**config.mk**
```make
export PLATFORM = sky130hd
export DESIGN_NAME = fetch_unit_flat
export DESIGN_NICKNAME = d
export VERILOG_FILES = /design/src/rtl/fetch_pkg.sv /design/src/rtl/wishbone_if.sv /design/src/rtl/fetch_fifo.sv /design/src/rtl/fetch_unit.sv /design/src/flat_wrapper.sv
export SDC_FILE = /design/constraint.sdc
export NUM_CORES = 1
export LEC_CHECK = 0
export CAP_MARGIN = 10
export CORE_AREA = 5 5 139 141
export CTS_BUF_LIST = sky130_fd_sc_hd__clkbuf_16
export DETAILED_ROUTE_END_ITERATION = 16
export DIE_AREA = 0 0 144 146
export GPL_ROUTABILITY_DRIVEN = 1
export PLACE_DENSITY = 0.81
export SYNTH_ARGS = -nofsm -noshare
export SYNTH_HDL_FRONTEND = slang
export SYNTH_SLANG_ARGS = --single-unit
export TNS_END_PERCENT = 1
```
**constraint.sdc**
```tcl
create_clock -name clk -period 2.8 [get_ports clk]
set_clock_uncertainty 0.2 [all_clocks]
set_input_delay 0.56 -clock clk [delete_from_list [all_inputs] [get_ports clk]]
set_output_delay 0.56 -clock clk [all_outputs]
set_load 0.1 [all_outputs]
```
**src/rtl/fetch_pkg.sv**
```systemverilog
// Shared types and constants for the Argon instruction fetch stage.
package fetch_pkg;

  localparam int INSTR_WIDTH = 32;
  localparam logic [31:0] PC_STEP = 32'd4;

  typedef enum logic [1:0] {
    IDLE    = 2'd0,
    REQ     = 2'd1,
    DISCARD = 2'd2
  } fetch_state_t;

  typedef struct packed {
    logic [31:0]            pc;
    logic [INSTR_WIDTH-1:0] instr;
  } fetch_entry_t;

  // Fetch addresses are always word aligned; low bits of a target are dropped.
  function automatic logic [31:0] align_pc(input logic [31:0] addr);
    return {addr[31:2], 2'b00};
  endfunction

endpackage

```
**src/rtl/wishbone_if.sv**
```systemverilog
// Single-word Wishbone read bus between the fetch master and the instruction ROM.
interface wishbone_if;
  import fetch_pkg::*;

  logic [31:0]            address;
  logic                   cycle;
  logic                   strobe;
  logic                   ack;
  logic [INSTR_WIDTH-1:0] data_out;

  modport master (
    output address, cycle, strobe,
    input  ack, data_out
  );

  modport slave (
    input  address, cycle, strobe,
    output ack, data_out
  );

endinterface

```
**src/rtl/fetch_fifo.sv**
```systemverilog
// Small power-of-two FIFO of {pc, instr} entries; flush empties it and wins over push/pop.
module fetch_fifo
  import fetch_pkg::*;
#(
  parameter int DEPTH = 2,
  localparam int AW = $clog2(DEPTH),
  localparam int CW = $clog2(DEPTH + 1)
) (
  input  logic          clk,
  input  logic          rst_n,
  input  logic          push_i,
  input  fetch_entry_t  push_data_i,
  input  logic          pop_i,
  input  logic          flush_i,
  output fetch_entry_t  head_o,
  output logic [CW-1:0] count_o,
  output logic          empty_o,
  output logic          full_o
);

  fetch_entry_t  mem_q [DEPTH];
  logic [AW-1:0] wr_ptr_q;
  logic [AW-1:0] rd_ptr_q;
  logic [CW-1:0] count_q;
  logic          do_push;
  logic          do_pop;

  assign empty_o = (count_q == '0);
  assign full_o  = (count_q == CW'(DEPTH));
  assign count_o = count_q;
  assign head_o  = mem_q[rd_ptr_q];

  // A push into a full FIFO is legal only alongside a pop of the same slot.
  assign do_pop  = pop_i && !empty_o;
  assign do_push = push_i && (!full_o || do_pop);

  always_ff @(posedge clk or negedge rst_n) begin
    if (!rst_n) begin
      for (int i = 0; i < DEPTH; i++) mem_q[i] <= '0;
      wr_ptr_q <= '0;
      rd_ptr_q <= '0;
      count_q  <= '0;
    end else if (flush_i) begin
      wr_ptr_q <= '0;
      rd_ptr_q <= '0;
      count_q  <= '0;
    end else begin
      if (do_push) begin
        mem_q[wr_ptr_q] <= push_data_i;
        wr_ptr_q        <= wr_ptr_q + AW'(1);
      end
      if (do_pop) rd_ptr_q <= rd_ptr_q + AW'(1);
      count_q <= count_q + CW'(do_push) - CW'(do_pop);
    end
  end

endmodule

```
**src/rtl/fetch_unit.sv**
```systemverilog
// Argon fetch stage: PC register, single-outstanding Wishbone read master and
// instruction buffer. Decode handshake: an entry transfers on any clock edge where
// instr_valid && instr_ready are both high; instr_pc/instr_data hold while valid && !ready.
module fetch_unit
  import fetch_pkg::*;
#(
  parameter logic [31:0] RESET_PC   = 32'h0000_0000,
  parameter int          FIFO_DEPTH = 2
) (
  input  logic         clk,
  input  logic         reset,
  wishbone_if.master   wishbone,
  input  logic         redirect_valid,
  input  logic [31:0]  redirect_pc,
  output logic         instr_valid,
  input  logic         instr_ready,
  output logic [31:0]  instr_data,
  output logic [31:0]  instr_pc,
  output fetch_state_t dbg_state_o
);

  localparam int CW = $clog2(FIFO_DEPTH + 1);

  fetch_state_t  state_q;
  logic [31:0]   pc_q;
  logic [31:0]   address_q;
  logic          cycle_q;
  logic          strobe_q;

  fetch_entry_t  fifo_head;
  fetch_entry_t  fifo_push_data;
  logic [CW-1:0] fifo_count;
  logic          fifo_empty;
  logic          fifo_full;
  logic          fifo_push;
  logic          fifo_pop;
  logic [CW:0]   count_after_push;
  logic          room_after_push;
  logic [31:0]   pc_inc;
  logic          bus_ack;

  assign bus_ack        = wishbone.ack;
  assign pc_inc         = pc_q + PC_STEP;
  assign fifo_pop       = instr_valid && instr_ready;
  assign fifo_push      = (state_q == REQ) && bus_ack && !redirect_valid;
  assign fifo_push_data = '{pc: pc_q, instr: wishbone.data_out};

  // Occupancy after this edge's push and pop decides whether the next read may start.
  assign count_after_push = {1'b0, fifo_count} + (CW+1)'(1) - (CW+1)'(fifo_pop);
  assign room_after_push  = count_after_push < (CW+1)'(FIFO_DEPTH);

  always_ff @(posedge clk or negedge reset) begin
    if (!reset) begin
      state_q   <= IDLE;
      pc_q      <= RESET_PC;
      address_q <= RESET_PC;
      cycle_q   <= 1'b0;
      strobe_q  <= 1'b0;
    end else begin
      if (redirect_valid) pc_q <= align_pc(redirect_pc);
      case (state_q)
        IDLE: begin
          if (!redirect_valid && !fifo_full) begin
            state_q   <= REQ;
            address_q <= pc_q;
            cycle_q   <= 1'b1;
            strobe_q  <= 1'b1;
          end
        end
        REQ: begin
          if (bus_ack && !redirect_valid) begin
            pc_q <= pc_inc;
            if (room_after_push) begin
              address_q <= pc_inc;
            end else begin
              state_q  <= IDLE;
              cycle_q  <= 1'b0;
              strobe_q <= 1'b0;
            end
          end else if (bus_ack) begin
            state_q  <= IDLE;
            cycle_q  <= 1'b0;
            strobe_q <= 1'b0;
          end else if (redirect_valid) begin
            // The slave finishes regardless, so ride out the stale read.
            state_q <= DISCARD;
          end
        end
        DISCARD: begin
          if (bus_ack) begin
            state_q  <= IDLE;
            cycle_q  <= 1'b0;
            strobe_q <= 1'b0;
          end
        end
        default: begin
          state_q  <= IDLE;
          cycle_q  <= 1'b0;
          strobe_q <= 1'b0;
        end
      endcase
    end
  end

  fetch_fifo #(.DEPTH(FIFO_DEPTH)) u_fifo (
    .clk         (clk),
    .rst_n       (reset),
    .push_i      (fifo_push),
    .push_data_i (fifo_push_data),
    .pop_i       (fifo_pop),
    .flush_i     (redirect_valid),
    .head_o      (fifo_head),
    .count_o     (fifo_count),
    .empty_o     (fifo_empty),
    .full_o      (fifo_full)
  );

  assign wishbone.address = address_q;
  assign wishbone.cycle   = cycle_q;
  assign wishbone.strobe  = strobe_q;

  assign instr_valid = !fifo_empty;
  assign instr_data  = fifo_head.instr;
  assign instr_pc    = fifo_head.pc;
  assign dbg_state_o = state_q;

endmodule

```
**src/flat_wrapper.sv**
```systemverilog
// flat-port wrapper written by rule: the top's interface ports become plain ports
module fetch_unit_flat import fetch_pkg::*;
#(
  parameter logic [31:0] RESET_PC   = 32'h0000_0000,
  parameter int          FIFO_DEPTH = 2
)
  (clk, reset, redirect_valid, redirect_pc, instr_valid, instr_ready, instr_data, instr_pc, dbg_state_o, wishbone_address, wishbone_cycle, wishbone_strobe, wishbone_ack, wishbone_data_out);
  wishbone_if wishbone_i ();
  input  logic clk;
  input  logic reset;
  input  logic redirect_valid;
  input  logic [31:0] redirect_pc;
  output logic instr_valid;
  input  logic instr_ready;
  output logic [31:0] instr_data;
  output logic [31:0] instr_pc;
  output fetch_state_t dbg_state_o;
  output wire logic [$bits(wishbone_i.address)-1:0] wishbone_address;
  output wire logic [$bits(wishbone_i.cycle)-1:0] wishbone_cycle;
  output wire logic [$bits(wishbone_i.strobe)-1:0] wishbone_strobe;
  input wire logic [$bits(wishbone_i.ack)-1:0] wishbone_ack;
  input wire logic [$bits(wishbone_i.data_out)-1:0] wishbone_data_out;
  assign wishbone_address = wishbone_i.address;
  assign wishbone_cycle = wishbone_i.cycle;
  assign wishbone_strobe = wishbone_i.strobe;
  assign wishbone_i.ack = wishbone_ack;
  assign wishbone_i.data_out = wishbone_data_out;
  fetch_unit #(.RESET_PC(RESET_PC), .FIFO_DEPTH(FIFO_DEPTH)) u_core (.clk(clk), .reset(reset), .wishbone(wishbone_i), .redirect_valid(redirect_valid), .redirect_pc(redirect_pc), .instr_valid(instr_valid), .instr_ready(instr_ready), .instr_data(instr_data), .instr_pc(instr_pc), .dbg_state_o(dbg_state_o));
endmodule
```
Word level (Yosys, flattened, before mapping). Cells that the tools add are included.

Add/sub/neg operators: 7. Multipliers: 0. Divide/modulo/power cells: 0. $lt $le $gt $ge: 4. Eq/ne operators: 9. Shifts and indexed selects: 0. Multiplexer cells: 33. Bitwise operators: 3. Reductions and logical operators: 21.

Operators with widths (count): $mux W64 (4); $mux W32 (6); $bwmux W128 (1); $demux W64 S1 (1); $pmux W32 S2 (1); $add A32 B3 Y32 const B (1); $mux W2 (7); $mux W1 (10); $logic_and A1 B1 Y1 (8); $reduce_and A4 Y1 (2); $pmux W1 S3 (2); $pmux W2 S3 (1); $reduce_bool A2 Y1 (3); $eq A2 B2 Y1 const B (2); $ge A2 B2 Y1 const B (2); $logic_not A2 Y1 (2); $ne A2 B1 Y1 const B (2); $ne A2 B2 Y1 const B (2); $ne A4 B4 Y1 const B (1); $not A1 Y2 (2); $reduce_and A2 Y1 (2); $add A2 B1 Y3 const B (1); $logic_not A1 Y1 (3); $lt A3 B2 Y1 const B (1); other kinds (9) (10).

Register bits: 200. Latch bits: 0. Bits in writable memories: 0. ROM bits: 0. Input port bits: 69. Logic and storage cells: 89. Memories kept: 0.

Longest topological paths before layout.
Depth after elaboration: 9. Gate-level depth with buffers: 7.

Hierarchy. A second synthesis with hierarchy kept.

Cell total of the unflattened synthesis: 783. Area total of the unflattened synthesis: 9809.4 um^2.

Modules (own cells, without submodules): fetch_fifo (times used 1, cells each 365, area an instance 5979.5 um^2); fetch_unit (times used 1, cells each 418, area an instance 3829.9 um^2).

Least setup slack after synthesis. OpenSTA, ideal clock, no wires.

Path kind: reg-to-reg. Start point: register u_core.state_q[0], in the netlist u_core.dbg_state_o[0]. End point: register u_core.u_fifo.mem_q[66] (netlist name). Arrival time: 2.442 ns. Required time: 2.475 ns. Path slack: 0.033 ns. Cell stages (with the launch flop): 7. Period minus slack after synthesis: 2.767 ns. Cells stage by stage: dfrtp_1 -> buf_2 -> and4bb_2 -> nor3b_1 -> buf_2 -> buf_2 -> mux2_2.

Word-level cells in the longest chain between the ends: 5.

RTL lines: start: declaration (line fetch_unit.sv:24) `fetch_state_t state_q;`; start signal: assignment (line fetch_unit.sv:54) `state_q <= IDLE;`; start signal: assignment (line fetch_unit.sv:64) `state_q <= REQ;`; start signal: assignment (line fetch_unit.sv:76) `state_q <= IDLE;`; $eq A2 B1 Y1 (line fetch_unit.sv:45) `assign fifo_push = (state_q == REQ) && bus_ack && !redirect_valid;`; $logic_and A1 B1 Y1 (2 in a row) (line fetch_unit.sv:45); $logic_and A1 B1 Y1 (line fetch_fifo.sv:35) `assign do_push = push_i && (!full_o || do_pop);`; $reduce_and A2 Y1 (no source line); end signal: indexed assignment (line fetch_fifo.sv:49) `mem_q[wr_ptr_q] <= push_data_i;`; end: declaration (line fetch_fifo.sv:21) `fetch_entry_t mem_q [DEPTH];`.

Every way passes these cells. A chain may end at the register's enable or synchronous reset.

Worst setup path after layout.
Start point: register u_core.u_fifo.rd_ptr_q. End point: output port instr_pc[2].

Word-level cells in the longest chain between the ends: 4.

RTL lines: start: declaration (line fetch_fifo.sv:23) `logic [AW-1:0] rd_ptr_q;`; start signal: assignment (line fetch_fifo.sv:52) `if (do_pop) rd_ptr_q <= rd_ptr_q + AW'(1);`; $not A1 Y2 (implied by the code) (line fetch_fifo.sv:31) `assign head_o = mem_q[rd_ptr_q];`; $mux W64 (implied by the code) (3 in a row) (line fetch_fifo.sv:31); end: declaration (line flat_wrapper.sv:16) `output logic [31:0] instr_pc;`.

Every way passes these cells. The select of a mux whose other input is x is not followed.

==> flow_summary.ini <==
[outcome]
outcome = complete, no violations

[yosys]
syn_area_um2 = 9340
synth-compound-area-share_pct = 3.86
ys_types = 45
ys_top_cells_by_count = 200 x dfrtp_1, 194 x mux2_2, 57 x nand2_1
syn_inst = 768
synthMuxAreaShare_pct = 23.5
yosysWarnings = 0
synth.largest_area_cell = dfrtp_1
synth.avg_cell_area_um2 = 12.2
yosysSeqAreaShare_pct = 53.6
synth-async-reset-ratio_pct = 100
synth_top_family_by_area = multiplexers
ys_top_cells_by_area = dfrtp_1 54%, mux2_2 23%, xor2_1 3.8%
syn_nets = 839
synthAdderAreaFrac_pct = 0.375
synth_seq_cells = 200
synth_flop_cell = dfrtp_1
synth_top_area_share_pct = 53.6
synth_edf_count = 0
synth_xor_area_share_pct = 5.44
yosys.area_share.simple_pct = 10.2
yosys.cell_count.top_type = dfrtp_1

[sta]
max_freq_ghz = 0.394
max-slew-margin-rel_pct = 56.7
period_minus_slack_ns = 2.54
fin_crit_sh_pct = 90.6
hold_viol = 0
rsz0062_at_grt = false
maxSlewViolCount = 0
setup_violations = 0
finalWorstSetupSlack_ns = 0.264
tightest_slew_ns = 0.649
fin_tns_setup_ns = 0

[pwr]
cellLeakagePower_uw = 0.00545
peakVddDrop_mv = 1.00
p_per_area_nw_per_um2 = 1240

[setup_path]
worstSetupPathType = flip-flop to primary output
cp-start-kind = flip-flop
r2r_setup_slack_ns = 0.43
arrival_ns = 1.78
crit_fanout = 30
end_kind = primary output
crit_required_ns = 2.04

[clock_network]
clock_path_buffers = 2
cts_resized = 0
clk_pin_slew_ns = 0.07
htree_levels = 4
cts-root-buf = clkbuf_16
cts_made_buffers = 17
cts.sinks = 200
cts_tree = built
insertion_delay_ns = 0.43

[die]
die-area_um2 = 21000
io-pin-count = 170
dieWidth_um = 144
rows = 49
fp.dieH_um = 146
start_util_pct = 52.3
core_area_um2 = 17800

[global_routing]
gr-total-overflow = 0
grt_pass1_wl_mm = 36.4
antenna_found_initial = 2
grt_use_total_pct = 21.9
grt_max_degree = 66
first_global_vias = 6774

[drt]
dr.pass1.iters = 5
wl_per_cell_um = 18.9
vias = 6464
drc = 0
drtAntennaViolNets = 0
drt_wl_total_mm = 22.2
dr.first_iter.drc_count = 312
vias_per_cell = 5.50

[final_layout]
fill_cells = 1209
syn_to_final_growth_pct = 34.1
post-route-util_pct = 70.2
fin_nets = 1002
drive_above_1_share_pct = 39.8

[placement]
io_buffers = 167
place_ws_ns = 0.169
dp.final_hpwl_mm = 15.1
gp_congestion = 0.797

[job]
maxCapViolCount = 0

[min_path]
worstHoldPathType = flip-flop to flip-flop
worst paths after layout:
kind | startpoint | depth (start not counted) | to
max | u_core.u_fifo.rd_ptr_q$_DFFE_PN0P_ | 3 | instr_pc[2]
min | u_core.u_fifo.mem_q[60]$_DFFE_PN0P_ | 2 | u_core.u_fifo.mem_q[60]$_DFFE_PN0P_
max reg2reg | u_core.pc_q[3]$_DFF_PN0_ | 6 | u_core.wishbone.address[18]$_DFFE_PN0P_
min reg2reg | u_core.u_fifo.mem_q[60]$_DFFE_PN0P_ | 2 | u_core.u_fifo.mem_q[60]$_DFFE_PN0P_
max in group asynchronous | reset | 3 | u_core.pc_q[5]$_DFF_PN0_
min in group asynchronous | reset | 2 | u_core.u_fifo.mem_q[4]$_DFFE_PN0P_
cells in the final DEF, fill, tap and decap left out, types with 2 or more instances in the layout:
cell	n
nand3_1	25
nor4_1	4
nand2_2	2
and2_1	2
nand4_1	11
a21oi_1	33
xor2_1	40
and4_1	2
mux2_2	194
or3_1	2
nor3_2	4
clkinv_2	4
inv_6	4
bufinv_16	3
inv_1	4
buf_12	72
o211ai_1	2
nand2b_1	2
buf_4	59
ha_1	2
or2_2	2
clkdlybuf4s50_1	64
nor2b_1	6
diode_2	2
clkinvlp_4	2
nor3_4	2
clkbuf_16	17
nor3_1	5
dfrtp_1	199
a31oi_1	4
o21ai_0	31
nand3b_1	2
nand2_1	57
xnor2_1	18
nor2_1	46
critical path: stages (launching register included):
cell     delay, ns
dfrtp_2       0.48
buf_12        0.26
mux2_2        0.41
buf_12        0.18
sequential cells by signal, summed over array words and instances, names as in the netlist:
signal                   cells
u_core.u_fifo.mem_q        128
u_core.wishbone.cycle        1
u_core.dbg_state_o           2
u_core.pc_q                 32
u_core.wishbone.strobe       1
u_core.u_fifo.wr_ptr_q       1
u_core.wishbone.address     32
u_core.u_fifo.count_o        2
u_core.u_fifo.rd_ptr_q       1
per-layer routing:
metal,up-vias,routed length (µm),global-route usage [%]
met1,3261,9420,30.4
li1,2990,-,-
met5,-,0,0
met4,0,449,7.58
met3,28,1060,3.91
met2,185,11300,34.7
layout make-up:
class                      instances  area (µm²)  share of cell area (%)
sequential                       200        5010                    40.0
timing repair buffer             198        2550                    20.4
tap                              229         287                    2.29
clock inverter                    15         173                    1.38
inverter                           4        15.0                   0.120
clock buffer                      17         425                    3.40
antenna                            2        5.00                  0.0400
multi-input combinational        510        4060                    32.4
cells by family after synthesis:
logic type / Yosys count
muxes: 195
AOI/OAI and AO/OA: 70
adders and majority gates: 3
buffers and inverters: 58
xor gates and xnor gates: 58
and+or+nand+nor: 184
DFF: 200
metrics by stage:
stage,std cells,hold WS (ns),instance area (µm²),total power [µW]
final,1175,0.295,12500,15600
after global routing,1175,0.312,12500,16100
after CTS,1173,0.297,12500,15700
after detailed placement,1140,0.274,11900,13100
after global placement,1140,0.265,11900,13000
after floorplan,768,0.0644,9340,10200
report_power, final:
group | switching [µW] | internal [µW] | total, µW
sequential | 514 | 3740 | 4250
combinational | 5800 | 3010 | 8810
clock | 1110 | 1410 | 2520
timing repair:
item | 4_1_cts | 5_1_grt
buffers inserted | 0 | 0
endpoints found under the hold margin | 53 | 0
hold buffers | 1 | 0
(Power assumes the default switching activity.)
